## src/rtl/lcd_pattern_gen.sv

```systemverilog
// LCD test-pattern source: colour bars, checkerboard, solid colour and a scrolling checkerboard.
// Cell and band positions come from incremental counters advanced with the driver coordinates.
module lcd_pattern_gen #(
    parameter int          H_DISP      = 800,
    parameter int          V_DISP      = 480,
    parameter int          CELL_W      = 40,
    parameter int          CELL_H      = 40,
    parameter int          SCROLL_STEP = 2,
    parameter logic [15:0] FG_COLOR    = 16'hFFFF,
    parameter logic [15:0] BG_COLOR    = 16'h0000
) (
    input  logic        lcd_clk,
    input  logic        sys_rst,
    input  logic [10:0] pixel_xpos,
    input  logic [10:0] pixel_ypos,
    input  logic [1:0]  mode,
    input  logic [15:0] solid_color,
    output logic [15:0] pixel_data,
    output logic        frame_start,
    output logic [1:0]  active_mode
);

    localparam int BAND_H = V_DISP / 5;
    localparam int XW     = (CELL_W > 1) ? $clog2(CELL_W) : 1;
    localparam int YW     = (CELL_H > 1) ? $clog2(CELL_H) : 1;
    localparam int BW     = (BAND_H > 1) ? $clog2(BAND_H) : 1;
    localparam int SW     = $clog2(2 * CELL_W);
    localparam int SW1    = SW + 1;

    localparam logic [XW-1:0] X_LAST    = XW'(CELL_W - 1);
    localparam logic [YW-1:0] Y_LAST    = YW'(CELL_H - 1);
    localparam logic [BW-1:0] B_LAST    = BW'(BAND_H - 1);
    localparam logic [SW:0]   PERIOD    = SW1'(2 * CELL_W);
    localparam logic [SW:0]   STEP      = SW1'(SCROLL_STEP);
    localparam logic [SW-1:0] CELL_W_S  = SW'(CELL_W);
    localparam logic [11:0]   H_LIM     = 12'(H_DISP);
    localparam logic [2:0]    LAST_BAND = 3'd4;

    // frame-level state
    logic [10:0]   ypos_q, ypos_d;
    logic [1:0]    active_mode_q, active_mode_d;
    logic [15:0]   solid_q, solid_d;
    logic [SW-1:0] scroll_pos_q, scroll_pos_d;
    logic          frame_start_q, frame_start_d;

    // cell / band counters
    logic [XW-1:0] x_sub_q, x_sub_d;
    logic          x_par_q, x_par_d;
    logic [YW-1:0] y_sub_q, y_sub_d;
    logic          y_par_q, y_par_d;
    logic [BW-1:0] band_sub_q, band_sub_d;
    logic [2:0]    band_q, band_d;

    logic [15:0]   pixel_data_q, pixel_data_d;

    logic          boundary;
    logic          line_start;
    logic          row_change;
    logic          x_in_range;
    logic [SW:0]   scroll_sum;
    logic [SW-1:0] line_off;
    logic          checker_par;

    always_comb begin
        boundary   = (pixel_ypos == 11'd0) && (ypos_q != 11'd0);
        line_start = (pixel_xpos == 11'd0);
        row_change = (pixel_ypos != ypos_q);
        x_in_range = ({1'b0, pixel_xpos} < H_LIM);
        scroll_sum = {1'b0, scroll_pos_q} + STEP;

        active_mode_d = active_mode_q;
        solid_d       = solid_q;
        scroll_pos_d  = scroll_pos_q;
        if (boundary) begin
            active_mode_d = mode;
            solid_d       = solid_color;
            scroll_pos_d  = (scroll_sum >= PERIOD) ? SW'(scroll_sum - PERIOD) : SW'(scroll_sum);
        end
        frame_start_d = boundary;
        ypos_d        = pixel_ypos;
    end

    // The boundary pixel already uses the freshly latched mode and scroll offset.
    always_comb begin
        line_off = (active_mode_d == 2'd3) ? scroll_pos_d : '0;
        x_sub_d  = x_sub_q;
        x_par_d  = x_par_q;
        if (line_start) begin
            if (line_off >= CELL_W_S) begin
                x_sub_d = XW'(line_off - CELL_W_S);
                x_par_d = 1'b1;
            end else begin
                x_sub_d = XW'(line_off);
                x_par_d = 1'b0;
            end
        end else if (x_in_range) begin
            if (x_sub_q == X_LAST) begin
                x_sub_d = '0;
                x_par_d = ~x_par_q;
            end else begin
                x_sub_d = x_sub_q + XW'(1);
            end
        end
    end

    // Rows advance on a ypos change; the last bar band absorbs any leftover lines.
    always_comb begin
        y_sub_d    = y_sub_q;
        y_par_d    = y_par_q;
        band_sub_d = band_sub_q;
        band_d     = band_q;
        if (pixel_ypos == 11'd0) begin
            y_sub_d    = '0;
            y_par_d    = 1'b0;
            band_sub_d = '0;
            band_d     = 3'd0;
        end else if (row_change) begin
            if (y_sub_q == Y_LAST) begin
                y_sub_d = '0;
                y_par_d = ~y_par_q;
            end else begin
                y_sub_d = y_sub_q + YW'(1);
            end
            if (band_q != LAST_BAND) begin
                if (band_sub_q == B_LAST) begin
                    band_sub_d = '0;
                    band_d     = band_q + 3'd1;
                end else begin
                    band_sub_d = band_sub_q + BW'(1);
                end
            end
        end
    end

    always_comb begin
        checker_par  = x_par_d ^ y_par_d;
        pixel_data_d = checker_par ? FG_COLOR : BG_COLOR;
        case (active_mode_d)
            2'd0: begin
                case (band_d)
                    3'd0:    pixel_data_d = 16'hFFFF;
                    3'd1:    pixel_data_d = 16'h0000;
                    3'd2:    pixel_data_d = 16'hF800;
                    3'd3:    pixel_data_d = 16'h07E0;
                    default: pixel_data_d = 16'h001F;
                endcase
            end
            2'd2:    pixel_data_d = solid_d;
            default: pixel_data_d = checker_par ? FG_COLOR : BG_COLOR;
        endcase
    end

    always_ff @(posedge lcd_clk) begin
        if (sys_rst) begin
            ypos_q        <= '0;
            active_mode_q <= '0;
            solid_q       <= '0;
            scroll_pos_q  <= '0;
            frame_start_q <= 1'b0;
            x_sub_q       <= '0;
            x_par_q       <= 1'b0;
            y_sub_q       <= '0;
            y_par_q       <= 1'b0;
            band_sub_q    <= '0;
            band_q        <= '0;
            pixel_data_q  <= '0;
        end else begin
            ypos_q        <= ypos_d;
            active_mode_q <= active_mode_d;
            solid_q       <= solid_d;
            scroll_pos_q  <= scroll_pos_d;
            frame_start_q <= frame_start_d;
            x_sub_q       <= x_sub_d;
            x_par_q       <= x_par_d;
            y_sub_q       <= y_sub_d;
            y_par_q       <= y_par_d;
            band_sub_q    <= band_sub_d;
            band_q        <= band_d;
            pixel_data_q  <= pixel_data_d;
        end
    end

    assign pixel_data  = pixel_data_q;
    assign frame_start = frame_start_q;
    assign active_mode = active_mode_q;

endmodule
```

## config.mk

```make
export PLATFORM = sky130hd
export DESIGN_NAME = lcd_pattern_gen
export DESIGN_NICKNAME = d
export VERILOG_FILES = /design/src/rtl/lcd_pattern_gen.sv
export SDC_FILE = /design/constraint.sdc
export NUM_CORES = 1
export LEC_CHECK = 0
export ABC_AREA = 1
export BUFFER_PORTS_ARGS = -buffer_cell sky130_fd_sc_hd__buf_2
export CAP_MARGIN = 5
export CORE_AREA = 4 4 92 94
export DETAILED_ROUTE_END_ITERATION = 8
export DIE_AREA = 0 0 96 98
export PLACE_DENSITY = 0.71
export SYNTH_ARGS = -nofsm -noshare
export SYNTH_HDL_FRONTEND = slang
export SYNTH_SLANG_ARGS = --single-unit
```

## constraint.sdc

```tcl
create_clock -name lcd_clk -period 3.9 [get_ports lcd_clk]
set_input_delay 0.78 -clock lcd_clk [delete_from_list [all_inputs] [get_ports lcd_clk]]
set_output_delay 0.78 -clock lcd_clk [all_outputs]
set_load 0.1 [all_outputs]
```

==> results.cfg, run 1 <==
[worst_setup_path]
cp_data_required_time_ps = 4160
crit_path_max_fanout = 16
critical_path.n_buffers_inverters = 2
crit_slowest_cell = sky130_fd_sc_hd__dfxtp_1
critical-path-max-stage-delay_ps = 430
setup.worst_path.start_class = register
critPathMostFrequentCell = sky130_fd_sc_hd__nand2_1
largest_delay_share_family_worst_path = simple AND/OR/NAND/NOR gates
timing.critical_path.cells = ha_1 -> nand3_1 -> xor2_2 -> ha_1 -> inv_1 -> nand2_1 -> nand3_2 -> nand2_1 -> nand3_1 -> nand2_1 -> nand2_1 -> ha_1 -> inv_1 -> nand4_1 -> nand3_2 -> nand2_2 -> nand3_2 -> nand3_4 -> a21oi_1
cp.arrival_ps = 3390
crit_path_end_kind = register
crit_type = reg -> reg

[power_and_ir_drop]
seqPwrFrac_pct = 43.0
power.share.combinational_pct = 20.7
switching_fraction_pct = 31.82
switching_component_of_the_power_mw = 0.6258
cellLeakagePower_nw = 2.136
p_int_mw = 1.341
powerDensity_nw_per_um2 = 448.5
share_of_total_power_in_the_clock_network_pct = 36.3
worst_ir_drop_on_vdd_mv = 0.3674

[clock_network]
cts-htree-levels = 3
clock-root-buffer = sky130_fd_sc_hd__clkbuf_8
worstSkewPairLatency_ps = 340
clock_buffer_count_from_cts = 9
cts_setup_buffers = 0
holdBufCountCts = 0
clock_tree.buffer_depth = 2
tritoncts = built
clkSinkCount = 76
clkSlewWorstSetupHoldPaths_ps = 80
number_of_resized_instances_in_the_post_cts_repair_step = 0

[layout]
final_layout_size_suffix_gt1_share_pct = 19.43
post-route-util_pct = 57.33
layout.area.seq_um2 = 1521
layoutNonFillerInstCount = 668
filler_cell_count_in_the_final_layout = 683
syn_to_final_growth_pct = 16.49
multi_input_comb_area_um2 = 1932
finalNetCount = 612
insertedDiodeCount = 0

[sta]
timing.final.max_slew_violations = 0
worst-slew-pin-transition_ps = 627.8
layout_worst_path_cycle_share_pct = 80.26
finalHoldViolations = 0
finalSetupViolations = 0
summed_negative_setup_slack_over_all_endpoints_ps = 0
maxClockFrequency_mhz = 319.5
clock_skew_ps = 11.70
slew-limit-headroom_pct = 58.14
setup_repair_after_global_routing_missed_its_margin = false
layout_min_cycle_time_ps = 3130

[floorplanning]
floorplan.initialDensity_pct = 49.21
design.portCount = 61
chipHeight_um = 98
fp.coreArea_um2 = 7647
chipWidth_um = 96
placementRows = 32
design.die.area_um2 = 9408

[detailed_routing]
route.detailed.vias_per_inst = 5.012
detail-route-antenna-nets = 0
first_iter_violations = 157
via_count = 3348
drt_pass1_iterations = 4
wirelength_um = 8021
route.detailed.wl_per_inst_um = 12.01
drc = 0

[synthesis]
yosysWarnings = 0
ys_seq_area_share_pct = 40.43
count_of_flip_flops_with_a_built_in_enable_after_synthesis = 0
syn_area_um2 = 3764
synth_area_per_cell_um2 = 7.542
top_cell_type_by_total_area_after_synthesis = sky130_fd_sc_hd__dfxtp_1
synth.ff_latch_count = 76
synth_cell_type_count = 42
synth.net_count = 550
post_synth_most_frequent_cells = sky130_fd_sc_hd__nor2_1, sky130_fd_sc_hd__dfxtp_1, sky130_fd_sc_hd__nand2_1
ys_async_sr_fraction_pct = 0
netlist.area_leader.share_pct = 40.43
netlist_instances = 499
post-synth-top-count-cell = sky130_fd_sc_hd__nor2_1
yosys-top-cells-area = sky130_fd_sc_hd__dfxtp_1, sky130_fd_sc_hd__nor2_1, sky130_fd_sc_hd__nand2_1
ys.flop_type = sky130_fd_sc_hd__dfxtp_1

[place]
gpl.final_weighted_congestion = 0.8575
port_buffer_count = 60
place_inst = 652
place.detailed.hpwl_um = 6122

[run]
max_cap_viol_count = 0

[global_routing]
first_pass_grt_wire_length_um = 14060
overall_routing_resource_usage_pct = 18.36
grt_pass1_vias = 3323
initial_antenna_violation_count = 0
globalRoute.totalOverflow = 0
pin_count_of_the_biggest_net_entering_global_routing = 58

[outcome]
run_status = finished, final reports clean

[worst_hold_path]
hold_path_class = reg -> reg
==> cells in the final DEF, fill, tap and decap left out, types with 2 or more instances in the layout <==
| cell type | synthesis | routed |
|---|---|---|
| sky130_fd_sc_hd__xor2_1 | 9 | 9 |
| sky130_fd_sc_hd__a21oi_1 | 41 | 41 |
| sky130_fd_sc_hd__inv_2 | 2 | 2 |
| sky130_fd_sc_hd__o21bai_1 | 2 | 2 |
| sky130_fd_sc_hd__o211ai_1 | 2 | 2 |
| sky130_fd_sc_hd__nand2_1 | 67 | 67 |
| sky130_fd_sc_hd__clkinv_4 | 0 | 2 |
| sky130_fd_sc_hd__nor4_1 | 5 | 5 |
| sky130_fd_sc_hd__dfxtp_1 | 76 | 76 |
| sky130_fd_sc_hd__nor2_4 | 2 | 2 |
| sky130_fd_sc_hd__inv_1 | 61 | 61 |
| sky130_fd_sc_hd__nand3_1 | 22 | 22 |
| sky130_fd_sc_hd__nor2_1 | 81 | 81 |
| sky130_fd_sc_hd__a31oi_1 | 3 | 3 |
| sky130_fd_sc_hd__nor3_2 | 2 | 2 |
| sky130_fd_sc_hd__xnor2_1 | 6 | 6 |
| sky130_fd_sc_hd__bufinv_16 | 0 | 3 |
| sky130_fd_sc_hd__nand4_1 | 7 | 7 |
| sky130_fd_sc_hd__clkbuf_8 | 0 | 9 |
| sky130_fd_sc_hd__nor3_1 | 11 | 11 |
| sky130_fd_sc_hd__buf_2 | 2 | 60 |
| sky130_fd_sc_hd__buf_4 | 0 | 3 |
| sky130_fd_sc_hd__o21ai_1 | 3 | 3 |
| sky130_fd_sc_hd__nand2_4 | 3 | 3 |
| sky130_fd_sc_hd__a21oi_2 | 10 | 10 |
| sky130_fd_sc_hd__ha_1 | 9 | 9 |
| sky130_fd_sc_hd__nor3b_1 | 3 | 3 |
| sky130_fd_sc_hd__o21ai_0 | 24 | 24 |
| sky130_fd_sc_hd__mux2i_1 | 16 | 16 |
| sky130_fd_sc_hd__nand2_2 | 5 | 5 |
| sky130_fd_sc_hd__nand3_2 | 3 | 3 |
==> registers in the layout (all words and copies together), names as in the netlist, 2 cells and up <==
register / cells
pixel_data: 16
solid_q: 16
ypos_q: 11
band_sub_q: 7
scroll_pos_q: 6
x_sub_q: 6
y_sub_q: 6
band_q: 3
active_mode: 2
==> tightest hold or removal path, stage by stage (launching register included) <==
cell                      delay [ps]
sky130_fd_sc_hd__dfxtp_1         320
sky130_fd_sc_hd__inv_1            70
sky130_fd_sc_hd__a21oi_1          60
==> logic make-up after synthesis <==
kind of cell,synth area share [%]
flip-flops,40.43
AO/OA/AOI/OAI,13.26
XOR/XNOR,3.923
buffers and inverters,8.245
multiplexers,4.255
AND/OR/NAND/NOR,26.90
adder cells (fa/ha/maj),2.992
==> through the flow <==
step	setup slack, ps	area, um2	total power [mW]	hold slack, ps
2_1_floorplan	1139	3764	1.184	448.2
3_3_place_gp	706.0	4144	1.262	462.4
3_5_place_dp	534.9	4144	1.269	472.8
4_1_cts	773.5	4384	1.981	482.2
5_1_grt	436.5	4384	2.052	508.4
6_report	769.9	4384	1.966	480.8
==> power by group through the flow <==
stage               registers [mW]  logic (mW)  clock network (mW)
floorplan                     1.06       0.121                   0
global placement             0.864       0.398                   0
detailed placement           0.862       0.406                   0
CTS                          0.845       0.408               0.728
global route                 0.850       0.435               0.766
finish                       0.845       0.407               0.715
==> cell type report <==
type | instances | area share, %
Multi-Input combinational cell | 347 | 44.06
Sequential cell | 76 | 34.70
Timing Repair Buffer | 63 | 7.363
Inverter | 64 | 5.479
Clock buffer | 10 | 2.911
Tap cell | 102 | 2.911
Clock inverter | 6 | 2.568
==> per-layer routing <==
layer  wire length [um]  global-route usage [%]  share of wire [%]  up-vias
li1                   -                       -                  -     1755
met1               3610                   22.86                 45     1509
met2               3894                   30.64                 49       74
met3                395                   4.468                4.9       10
met4                121                   6.127                1.5        0
met5                  0                       0                  0        -
==> path summary, 6_finish.rpt <==
kind / cells past startpoint / slack [ps] / end / startpoint
setup / recovery: 19 / 770 / pixel_data[2] / scroll_pos_q[2]
hold reg to reg: 2 / 480 / band_sub_q[1] / band_sub_q[1]
hold / removal: 2 / 480 / band_sub_q[1] / band_sub_q[1]
setup reg to reg: 19 / 770 / pixel_data[2] / scroll_pos_q[2]
Power figures use the tool's default switching activity.
==> run 2: changes to the inputs <==
--- a/config.mk
+++ b/config.mk
@@ -11,7 +11,7 @@
 export CORE_AREA = 4 4 92 94
 export DETAILED_ROUTE_END_ITERATION = 8
 export DIE_AREA = 0 0 96 98
-export PLACE_DENSITY = 0.71
+export PLACE_DENSITY = 0.74
 export SYNTH_ARGS = -nofsm -noshare
 export SYNTH_HDL_FRONTEND = slang
 export SYNTH_SLANG_ARGS = --single-unit
==> constraint.sdc (replaced) <==
create_clock -name lcd_clk -period 2.6 [get_ports lcd_clk]
set_input_delay 0.52 -clock lcd_clk [delete_from_list [all_inputs] [get_ports lcd_clk]]
set_output_delay 0.52 -clock lcd_clk [all_outputs]
set_load 0.1 [all_outputs]
==> run 2 against run 1 <==
  * Setup slack worse by 750 ps
  * Total power is 49% higher
  * Clock-buffer cell count is 3 higher
  * Flip-flop and latch count unchanged
  * Clock power up 44%
  * Register-to-register slack worse by 750 ps
  * Combinational power is 57% higher
  * Utilization up 7.1 points
  * Critical path depth did not move
  * Critical path type unchanged
  * Critical endpoint is now pixel_data[9]
==> results.cfg, run 2 (synthesis gave the netlist of run 1 again) <==
[outcome]
run_status = finished, final reports clean

[sta]
slew-limit-headroom_pct = 66.34
timing.final.max_slew_violations = 0
layout_min_cycle_time_ps = 2576
clock_skew_ps = 7.360
finalHoldViolations = 0
finalSetupViolations = 0
maxClockFrequency_mhz = 388.2
summed_negative_setup_slack_over_all_endpoints_ps = 0
worst-slew-pin-transition_ps = 500.3
setup_repair_after_global_routing_missed_its_margin = true
layout_worst_path_cycle_share_pct = 99.09
finalHoldWorstSlack_ps = 425.1

[place]
place.detailed.hpwl_um = 6355
port_buffer_count = 60
dpl_cell_area_um2 = 4479
gpl.final_weighted_congestion = 0.8777

[layout]
final_layout_size_suffix_gt1_share_pct = 29.30
multi_input_comb_area_um2 = 2123
finalNetCount = 657
filler_cell_count_in_the_final_layout = 617
insertedDiodeCount = 0
post-route-util_pct = 64.45
layout.cell_area.non_filler_um2 = 4928
syn_to_final_growth_pct = 30.95
layout.cells.most_common = sky130_fd_sc_hd__nor2_1
layout.area.seq_um2 = 1531
commonest_non_fill_non_tap_cells_in_the_layout = sky130_fd_sc_hd__nor2_1, sky130_fd_sc_hd__dfxtp_1, sky130_fd_sc_hd__buf_2

[floorplanning]
placementRows = 32
chipHeight_um = 98
chipWidth_um = 96
floorplan.initialDensity_pct = 49.21
fp.coreArea_um2 = 7647
design.portCount = 61
design.die.area_um2 = 9408

[run]
max_cap_viol_count = 0

[worst_setup_path]
cp_data_required_time_ps = 2870
worst_setup_path_startpoint = scroll_pos_q[2]
crit_path_max_fanout = 8
r2r-start = scroll_pos_q[2]
crit_type = reg -> reg
crit_path_end_kind = register
r2r_setup_slack_ps = 20
setup.worst_path.start_class = register
critical_path.reg2reg.endpoint = pixel_data[9]
cp.arrival_ps = 2840
crit_path_end = pixel_data[9]
rr_worst_depth = 19

[global_routing]
grt_pass1_vias = 3358
overall_routing_resource_usage_pct = 19.14
pin_count_of_the_biggest_net_entering_global_routing = 36
first_pass_grt_wire_length_um = 14700
initial_antenna_violation_count = 0
globalRoute.totalOverflow = 0

[power_and_ir_drop]
switching_component_of_the_power_mw = 0.9280
power.share.combinational_pct = 21.7
total_power_mw = 2.939
powerDensity_nw_per_um2 = 596.4
share_of_total_power_in_the_clock_network_pct = 35.2
switching_fraction_pct = 31.57
seqPwrFrac_pct = 43.1
worst_ir_drop_on_vdd_mv = 0.7780
p_int_mw = 2.011
cellLeakagePower_nw = 2.443

[clock_network]
clock_tree.buffer_depth = 2
clock_buffer_count_from_cts = 9
cts-htree-levels = 3
clock-root-buffer = sky130_fd_sc_hd__clkbuf_8
holdBufCountCts = 0
clkSinkCount = 76
clkSlewWorstSetupHoldPaths_ps = 80
worstSkewPairLatency_ps = 340
tritoncts = built

[detailed_routing]
detail-route-antenna-nets = 0
wirelength_um = 8543
route.detailed.vias_per_inst = 4.940
drc = 0
drt_pass1_iterations = 5
route.detailed.wl_per_inst_um = 11.98
first_iter_violations = 147
via_count = 3522

[worst_hold_path]
hold_path_class = in -> reg
-- run 2: changes by cell type in the layout (fill, tap and decap cells not counted), sizes merged --
cell      previous run  this run
buf                 63       107
bufinv               3         2
clkbuf              10        13
clkinv               4         1
clkinvlp             0         1
nand3               26        27
-- run 2: how the worst min path moves through the flow --
stage	to	slack, ps	depth (start not counted)	startpoint
6_report	ypos_q[1]	430	3	pixel_ypos[1]
5_1_grt	ypos_q[0]	430	3	pixel_ypos[0]
4_1_cts	ypos_q[1]	410	3	pixel_ypos[1]
3_5_place_dp	band_sub_q[2]	470	2	band_sub_q[2]
3_3_place_gp	band_sub_q[2]	460	2	band_sub_q[2]
2_1_floorplan	band_sub_q[2]	450	2	band_sub_q[2]
-- run 2: layout make-up --
type	count	area share (%)
clock inverters	3	1.371
repair buffers	107	13.58
flip-flops and latches	76	31.07
clock buffers	13	3.427
multi-input cells	348	43.08
inverters	64	4.874
well taps	102	2.589
-- run 2: metrics by stage --
stage / setup slack (ps) / instances
6_report: 23.78 / 713
5_1_grt: -136.3 / 713
4_1_cts: 0.6253 / 712
3_5_place_dp: -227.0 / 691
3_3_place_gp: -95.63 / 691
2_1_floorplan: 2.365 / 499
-- run 2: power by group through the flow --
stage	logic (mW)	registers (mW)	clock network [mW]
5_1_grt	0.681	1.27	1.11
3_3_place_gp	0.617	1.29	0
2_1_floorplan	0.182	1.59	0
6_report	0.638	1.27	1.03
4_1_cts	0.632	1.27	1.05
3_5_place_dp	0.630	1.29	0
-- run 2: layer usage --
layer | part of all wire [%] | wire length (um) | GRT usage (%) | vias up
met4 | 1.1 | 94 | 5.361 | 0
met3 | 5.0 | 424 | 4.854 | 9
li1 | - | - | - | 1844
met2 | 49 | 4146 | 30.96 | 77
met1 | 45 | 3877 | 25.05 | 1592
met5 | 0 | 0 | 0 | -
-- run 2: worst max-delay path: stages (launching register included) --
cell and delay (ps):
sky130_fd_sc_hd__dfxtp_4 350, sky130_fd_sc_hd__ha_4 170, sky130_fd_sc_hd__nand3_4 90, sky130_fd_sc_hd__xor2_2 170, sky130_fd_sc_hd__ha_2 210, sky130_fd_sc_hd__inv_2 40, sky130_fd_sc_hd__nand2_4 70, sky130_fd_sc_hd__nand3_4 90
sky130_fd_sc_hd__nand2_4 80, sky130_fd_sc_hd__nand3_4 80, sky130_fd_sc_hd__nand2_4 90, sky130_fd_sc_hd__nand2_4 60, sky130_fd_sc_hd__ha_4 160, sky130_fd_sc_hd__inv_2 50, sky130_fd_sc_hd__nand4_1 140, sky130_fd_sc_hd__nand3_4 140
sky130_fd_sc_hd__nand2_4 70, sky130_fd_sc_hd__nand3_4 100, sky130_fd_sc_hd__nand3_4 170, sky130_fd_sc_hd__a21oi_2 180
-- run 2: repair_timing --
item,4_1_cts,5_1_grt
gates resized for setup,9,28
gates cloned,1,0
pin swaps,12,14
endpoints found under the setup margin,17,18
buffers inserted,4,2
